## src/rtl/dbus_pkg.sv

```systemverilog
// Shared definitions for the CPU data-bus fabric: FSM state encoding,
// the read data returned on error, and the slave-select field width helper.
package dbus_pkg;

  typedef enum logic [1:0] {
    ST_IDLE   = 2'd0,
    ST_ACCESS = 2'd1,
    ST_RESP   = 2'd2
  } state_e;

  // Read data returned with an error ack (unmapped address or timeout).
  localparam int unsigned UNMAPPED_RDATA = 0;

  function automatic int sel_width(input int msb, input int lsb);
    return msb - lsb + 1;
  endfunction

endpackage

```

## src/rtl/dbus_rdmux.sv

```systemverilog
// NSLAVES-way read-data select: picks slave k's word from the packed
// read-data bus when the select index equals k.
module dbus_rdmux
  import dbus_pkg::*;
#(
  parameter int NSLAVES = 3,
  parameter int DW      = 32,
  parameter int SW      = 2
) (
  input  logic [SW-1:0]         i_sel,
  input  logic [NSLAVES*DW-1:0] i_rdata,
  output logic [DW-1:0]         o_rdata
);

  always_comb begin
    // NOTE: default assignment first so no path through the loop leaves
    // o_rdata unassigned, which would otherwise infer a latch.
    o_rdata = DW'(UNMAPPED_RDATA);
    for (int k = 0; k < NSLAVES; k++) begin
      if (i_sel == SW'(k)) begin
        o_rdata = i_rdata[k*DW +: DW];
      end
    end
  end

endmodule

```

## src/rtl/dbus_fabric.sv

```systemverilog
// Data-bus interconnect between the CPU data port and N memory-mapped slaves:
// address decode, registered request capture, ready handshake, error reporting.
module dbus_fabric
  import dbus_pkg::*;
#(
  parameter int AW      = 24,
  parameter int DW      = 32,
  parameter int NSLAVES = 3,
  parameter int SEL_MSB = 23,
  parameter int SEL_LSB = 22,
  parameter int TIMEOUT = 15
) (
  input  logic                  i_clk,
  input  logic                  i_rst,
  input  logic                  i_clk_en,
  input  logic [AW-1:0]         i_m_addr,
  input  logic [DW-1:0]         i_m_wdata,
  input  logic                  i_m_rd,
  input  logic [DW/8-1:0]       i_m_wr,
  output logic [DW-1:0]         o_m_rdata,
  output logic                  o_m_ack,
  output logic                  o_m_err,
  output logic                  o_m_busy,
  output logic [AW-1:0]         o_s_addr,
  output logic [DW-1:0]         o_s_wdata,
  output logic [NSLAVES-1:0]    o_s_cs,
  output logic                  o_s_rd,
  output logic [DW/8-1:0]       o_s_wr,
  input  logic [NSLAVES*DW-1:0] i_s_rdata,
  input  logic [NSLAVES-1:0]    i_s_rdy
);

  localparam int SW = sel_width(SEL_MSB, SEL_LSB);
  localparam int CW = (TIMEOUT > 1) ? $clog2(TIMEOUT) : 1;

  state_e              r_state;
  logic [SW-1:0]       r_idx;
  logic [CW-1:0]       r_cnt;

  logic                w_req;
  logic [SW-1:0]       w_req_idx;
  logic                w_mapped;
  logic [NSLAVES-1:0]  w_req_cs;
  logic                w_sel_rdy;
  logic [DW-1:0]       w_sel_rdata;

  assign w_req     = i_m_rd | (|i_m_wr);
  assign w_req_idx = i_m_addr[SEL_MSB:SEL_LSB];
  assign w_mapped  = ({1'b0, w_req_idx} < (SW+1)'(NSLAVES));
  assign w_req_cs  = NSLAVES'(1) << w_req_idx;
  // o_s_cs is one-hot during ACCESS, so masking the ready bus with it
  // selects the addressed slave's ready without an out-of-range index.
  assign w_sel_rdy = |(i_s_rdy & o_s_cs);

  dbus_rdmux #(
    .NSLAVES (NSLAVES),
    .DW      (DW),
    .SW      (SW)
  ) u_rdmux (
    .i_sel   (r_idx),
    .i_rdata (i_s_rdata),
    .o_rdata (w_sel_rdata)
  );

  // NOTE: all state and registered outputs use non-blocking assignments so
  // every register samples pre-edge values and simulation matches hardware.
  always_ff @(posedge i_clk or posedge i_rst) begin
    if (i_rst) begin
      r_state   <= ST_IDLE;
      r_idx     <= '0;
      r_cnt     <= '0;
      o_m_rdata <= DW'(UNMAPPED_RDATA);
      o_m_ack   <= 1'b0;
      o_m_err   <= 1'b0;
      o_m_busy  <= 1'b0;
      o_s_addr  <= '0;
      o_s_wdata <= '0;
      o_s_cs    <= '0;
      o_s_rd    <= 1'b0;
      o_s_wr    <= '0;
    end else if (i_clk_en) begin
      case (r_state)
        ST_IDLE: begin
          if (w_req) begin
            o_s_addr  <= i_m_addr;
            o_s_wdata <= i_m_wdata;
            r_idx     <= w_req_idx;
            r_cnt     <= '0;
            o_m_busy  <= 1'b1;
            if (w_mapped) begin
              o_s_cs  <= w_req_cs;
              // A write beats a simultaneous read.
              o_s_rd  <= i_m_rd & ~(|i_m_wr);
              o_s_wr  <= i_m_wr;
              r_state <= ST_ACCESS;
            end else begin
              o_m_err   <= 1'b1;
              o_m_ack   <= 1'b1;
              o_m_rdata <= DW'(UNMAPPED_RDATA);
              r_state   <= ST_RESP;
            end
          end
        end

        ST_ACCESS: begin
          r_cnt <= r_cnt + CW'(1);
          if (w_sel_rdy || (r_cnt == CW'(TIMEOUT - 1))) begin
            o_s_cs  <= '0;
            o_s_rd  <= 1'b0;
            o_s_wr  <= '0;
            o_m_ack <= 1'b1;
            r_state <= ST_RESP;
            if (w_sel_rdy) begin
              o_m_err <= 1'b0;
              if (o_s_rd) begin
                o_m_rdata <= w_sel_rdata;
              end
            end else begin
              o_m_err   <= 1'b1;
              o_m_rdata <= DW'(UNMAPPED_RDATA);
            end
          end
        end

        ST_RESP: begin
          o_m_ack  <= 1'b0;
          o_m_err  <= 1'b0;
          o_m_busy <= 1'b0;
          r_cnt    <= '0;
          r_state  <= ST_IDLE;
        end

        default: begin
          r_state <= ST_IDLE;
        end
      endcase
    end
  end

endmodule

```

## config.mk

```make
export PLATFORM = sky130hd
export DESIGN_NAME = dbus_fabric
export DESIGN_NICKNAME = d
export VERILOG_FILES = /design/src/rtl/dbus_pkg.sv /design/src/rtl/dbus_rdmux.sv /design/src/rtl/dbus_fabric.sv
export SDC_FILE = /design/constraint.sdc
export NUM_CORES = 1
export LEC_CHECK = 0
export CAP_MARGIN = 40
export CORE_UTILIZATION = 43
export DETAILED_ROUTE_END_ITERATION = 6
export HOLD_SLACK_MARGIN = 0.06
export PLACE_DENSITY = 0.87
export SLEW_MARGIN = 10
export SYNTH_ARGS = -nofsm -noshare
export SYNTH_HDL_FRONTEND = slang
export SYNTH_HIERARCHICAL = 1
export SYNTH_SLANG_ARGS = --single-unit
```

## constraint.sdc

```tcl
create_clock -name i_clk -period 6.4 [get_ports i_clk]
set_input_delay 0.96 -clock i_clk [delete_from_list [all_inputs] [get_ports i_clk]]
set_output_delay 0.96 -clock i_clk [all_outputs]
set_load 0.02 [all_outputs]
```

==> results.yml <==
timing:
  setup_violations: 0
  max-slew-margin-rel_pct: 39.8
  slew_viol_final: 0
  tightest_slew_ns: 0.904
  rsz0062_at_grt: "false"
  min_period_ns: 3.09
  hold_viol_final: 0
  max_freq_mhz: 323
  skew_ns: 0.00683
  hold_ws_ns: 0.502
  period_share_pct: 48.3
  finalSetupTns_ns: 0
critical_path:
  path_depth: 5
  crit_chain: "clkdlybuf4s50_1, a222oi_1, a31oi_1, o21a_1, mux2_4"
  crit_arrival_ns: 3.32
  worst_path_max_delay_cell: "a222oi_1"
  path_delay_family: "compound AO/OA/AOI/OAI gates"
  start_kind: "primary input"
  cp_max_fo: 8
  cp-end-kind: "flop"
  crit_required_ns: 6.63
  max_stage_delay_ns: 0.82
  criticalPathCategory: "primary input to flop"
  cp.buffers_inverters: 1
  rr_worst_depth: 4
synthesis:
  yosys_register_bits: 105
  synth_cell_types: 36
  synthFlopType: "dfrtp_1"
  synth_warnings: 6
  async_flop_share_pct: 100
  synth_fp_nets: 535
  synth_edf_count: 0
  synth.avg_cell_area_um2: 13.5
  syn_inst: 370
  netlist_area_um2: 4990
  ys_seq_area_share_pct: 52.7
floorplanning:
  start_util_pct: 45.0
  rows: 38
  die_h_um: 110
  core_um2: 11100
  io-pin-count: 262
  die_area_um2: 12000
  die_w_um: 110
outcome:
  status: "finished clean"
detailed_routing:
  vias: 4077
  drt-wirelength-per-cell_um: 19.1
  drt_wl_total_mm: 14.6
  drc: 0
  ant_nets: 0
  vias_per_cell: 5.33
  drtIter0Drc: 156
  first_pass_iters: 4
clocking:
  clkTransAtPathRegs_ns: 0.07
  tritoncts: "yes"
  htree_levels: 3
  post-cts-setup-buffer-count: 0
  hold_buffers: 0
  numClockSinks: 105
  clock_path_buffers: 2
  cts_made_buffers: 9
  insertion_delay_ns: 0.34
  cts_root_buf: "clkbuf_16"
  cts_resized: 0
finish:
  nets: 785
  layout.cells.non_filler: 765
  synthToLayoutAreaGrowth_pct: 60.4
  n_antenna_cell: 0
  drive_above_1_share_pct: 16.2
  finish.utilization_pct: 72.2
grt:
  first_global_vias: 4276
  grt.total_usage_pct: 24.4
  grt-ovfl-total: 0
  antenna_found_initial: 0
  grt_pass1_wl_mm: 21.9
  grt_max_degree: 57
power:
  total_power_w: 0.00333
  p_leak_nw: 3.35
  ir_worst_vdd_uv: 346
  power-per-cell-area_nw_per_um2: 417
run:
  drv_cap: 0
worst_hold_path:
  hp-class: "flop to flop"
  hold_depth: 1
placement:
  gp_congestion: 0.808
  dp.cells: 749
  portBuffers: 261
  hpwl_mm: 11.0
-- routing by layer --
layer,global-route usage (%),part of all wire (%)
met5,0,0
met4,9.14,2.7
met3,6.99,8.0
met2,43.4,52
met1,27.7,37
-- sequential cells by signal, summed over array words and instances (netlist names), 2 cells and up --
signal and count:
r_state 2, o_s_wdata 32, r_cnt 4, o_s_addr 23
o_s_wr 4, o_s_cs 3, o_m_rdata 32
-- synth_stat cells (2+ instances only) --
library cell | instances | area share (%)
clkbuf_1 | 6 | 0.45
nand2_1 | 10 | 0.75
mux2i_1 | 36 | 7.2
o21ai_0 | 5 | 0.50
nand3_1 | 4 | 0.40
a22o_1 | 35 | 6.1
dfrtp_1 | 105 | 53
and3_1 | 2 | 0.25
nor3_1 | 4 | 0.40
a222oi_1 | 2 | 0.40
nor2_1 | 4 | 0.30
nor2b_1 | 2 | 0.25
buf_2 | 9 | 0.90
mux2_2 | 56 | 13
buf_4 | 2 | 0.30
mux2_4 | 4 | 1.2
buf_6 | 13 | 2.9
o2bb2ai_1 | 24 | 4.2
o21a_1 | 2 | 0.30
o211ai_1 | 2 | 0.30
nor3b_1 | 2 | 0.30
a22oi_1 | 2 | 0.30
inv_1 | 11 | 0.83
a21oi_1 | 4 | 0.40
ha_1 | 2 | 0.50
o2bb2ai_2 | 10 | 3.0
nand2b_1 | 3 | 0.38
-- worst register-to-register path, stage by stage (launching register included) --
cell and delay [ns]:
dfrtp_1 0.40, a222oi_1 0.81, a31oi_1 0.40, o21a_1 0.38, mux2_4 0.35
-- cell usage in the layout (no fill, tap or decap), drive strengths merged, types with 3 or more instances in the layout --
cell type	netlist	layout
nand2	10	10
nor2b	3	3
nand3	4	4
dfrtp	105	105
buf	24	8
clkbuf	6	9
a22o	35	35
nand2b	3	3
mux2i	36	36
nor2	4	4
mux2	60	60
o21ai	6	6
nor3	4	4
a21oi	4	4
inv	11	14
clkdlybuf4s50	0	261
o2bb2ai	34	34
-- report_power, final --
group          total, W  internal [W]  switching [W]
combinational   0.00170      0.000873       0.000829
clock          0.000572      0.000312       0.000260
sequential      0.00106      0.000897       0.000164
total           0.00333       0.00208        0.00125
-- final timing paths --
check	start	end	slack, ns
max in group asynchronous	i_rst	o_s_addr[22]	4.37
worst min register to register	o_m_rdata[28]	o_m_rdata[28]	0.50
min in group asynchronous	i_rst	o_s_wdata[26]	0.97
worst max-delay path	i_s_rdy[0]	o_s_cs[2]	3.31
worst min-delay path	o_m_rdata[28]	o_m_rdata[28]	0.50
worst max register to register	o_s_cs[0]	o_s_cs[2]	3.94
-- cell type report --
cell class                 instances  area [um2]
clock inverter                     7        87.6
clock buffer                       9         225
tap                              140         175
inverter                          11        43.8
timing repair buffer             269        2730
multi-input combinational        224        2110
sequential                       105        2630
fill                             760        3080
-- cell families after synthesis --
logic type,Yosys count,share of synthesized area [%]
DFF,105,52.7
buffers and inverters,41,5.42
AOI/OAI and AO/OA,92,16.7
muxes,96,21.1
adders and majority gates,2,0.502
and+or+nand+nor,34,3.59
-- through the flow --
step                      setup slack (ns)  cell area, um2
after floorplan                       2.68            4990
after global placement                3.02            7600
after detailed placement              2.97            7690
after CTS                             3.35            8000
after global routing                  3.18            8000
final                                 3.31            8000
(Power assumes the default switching activity.)
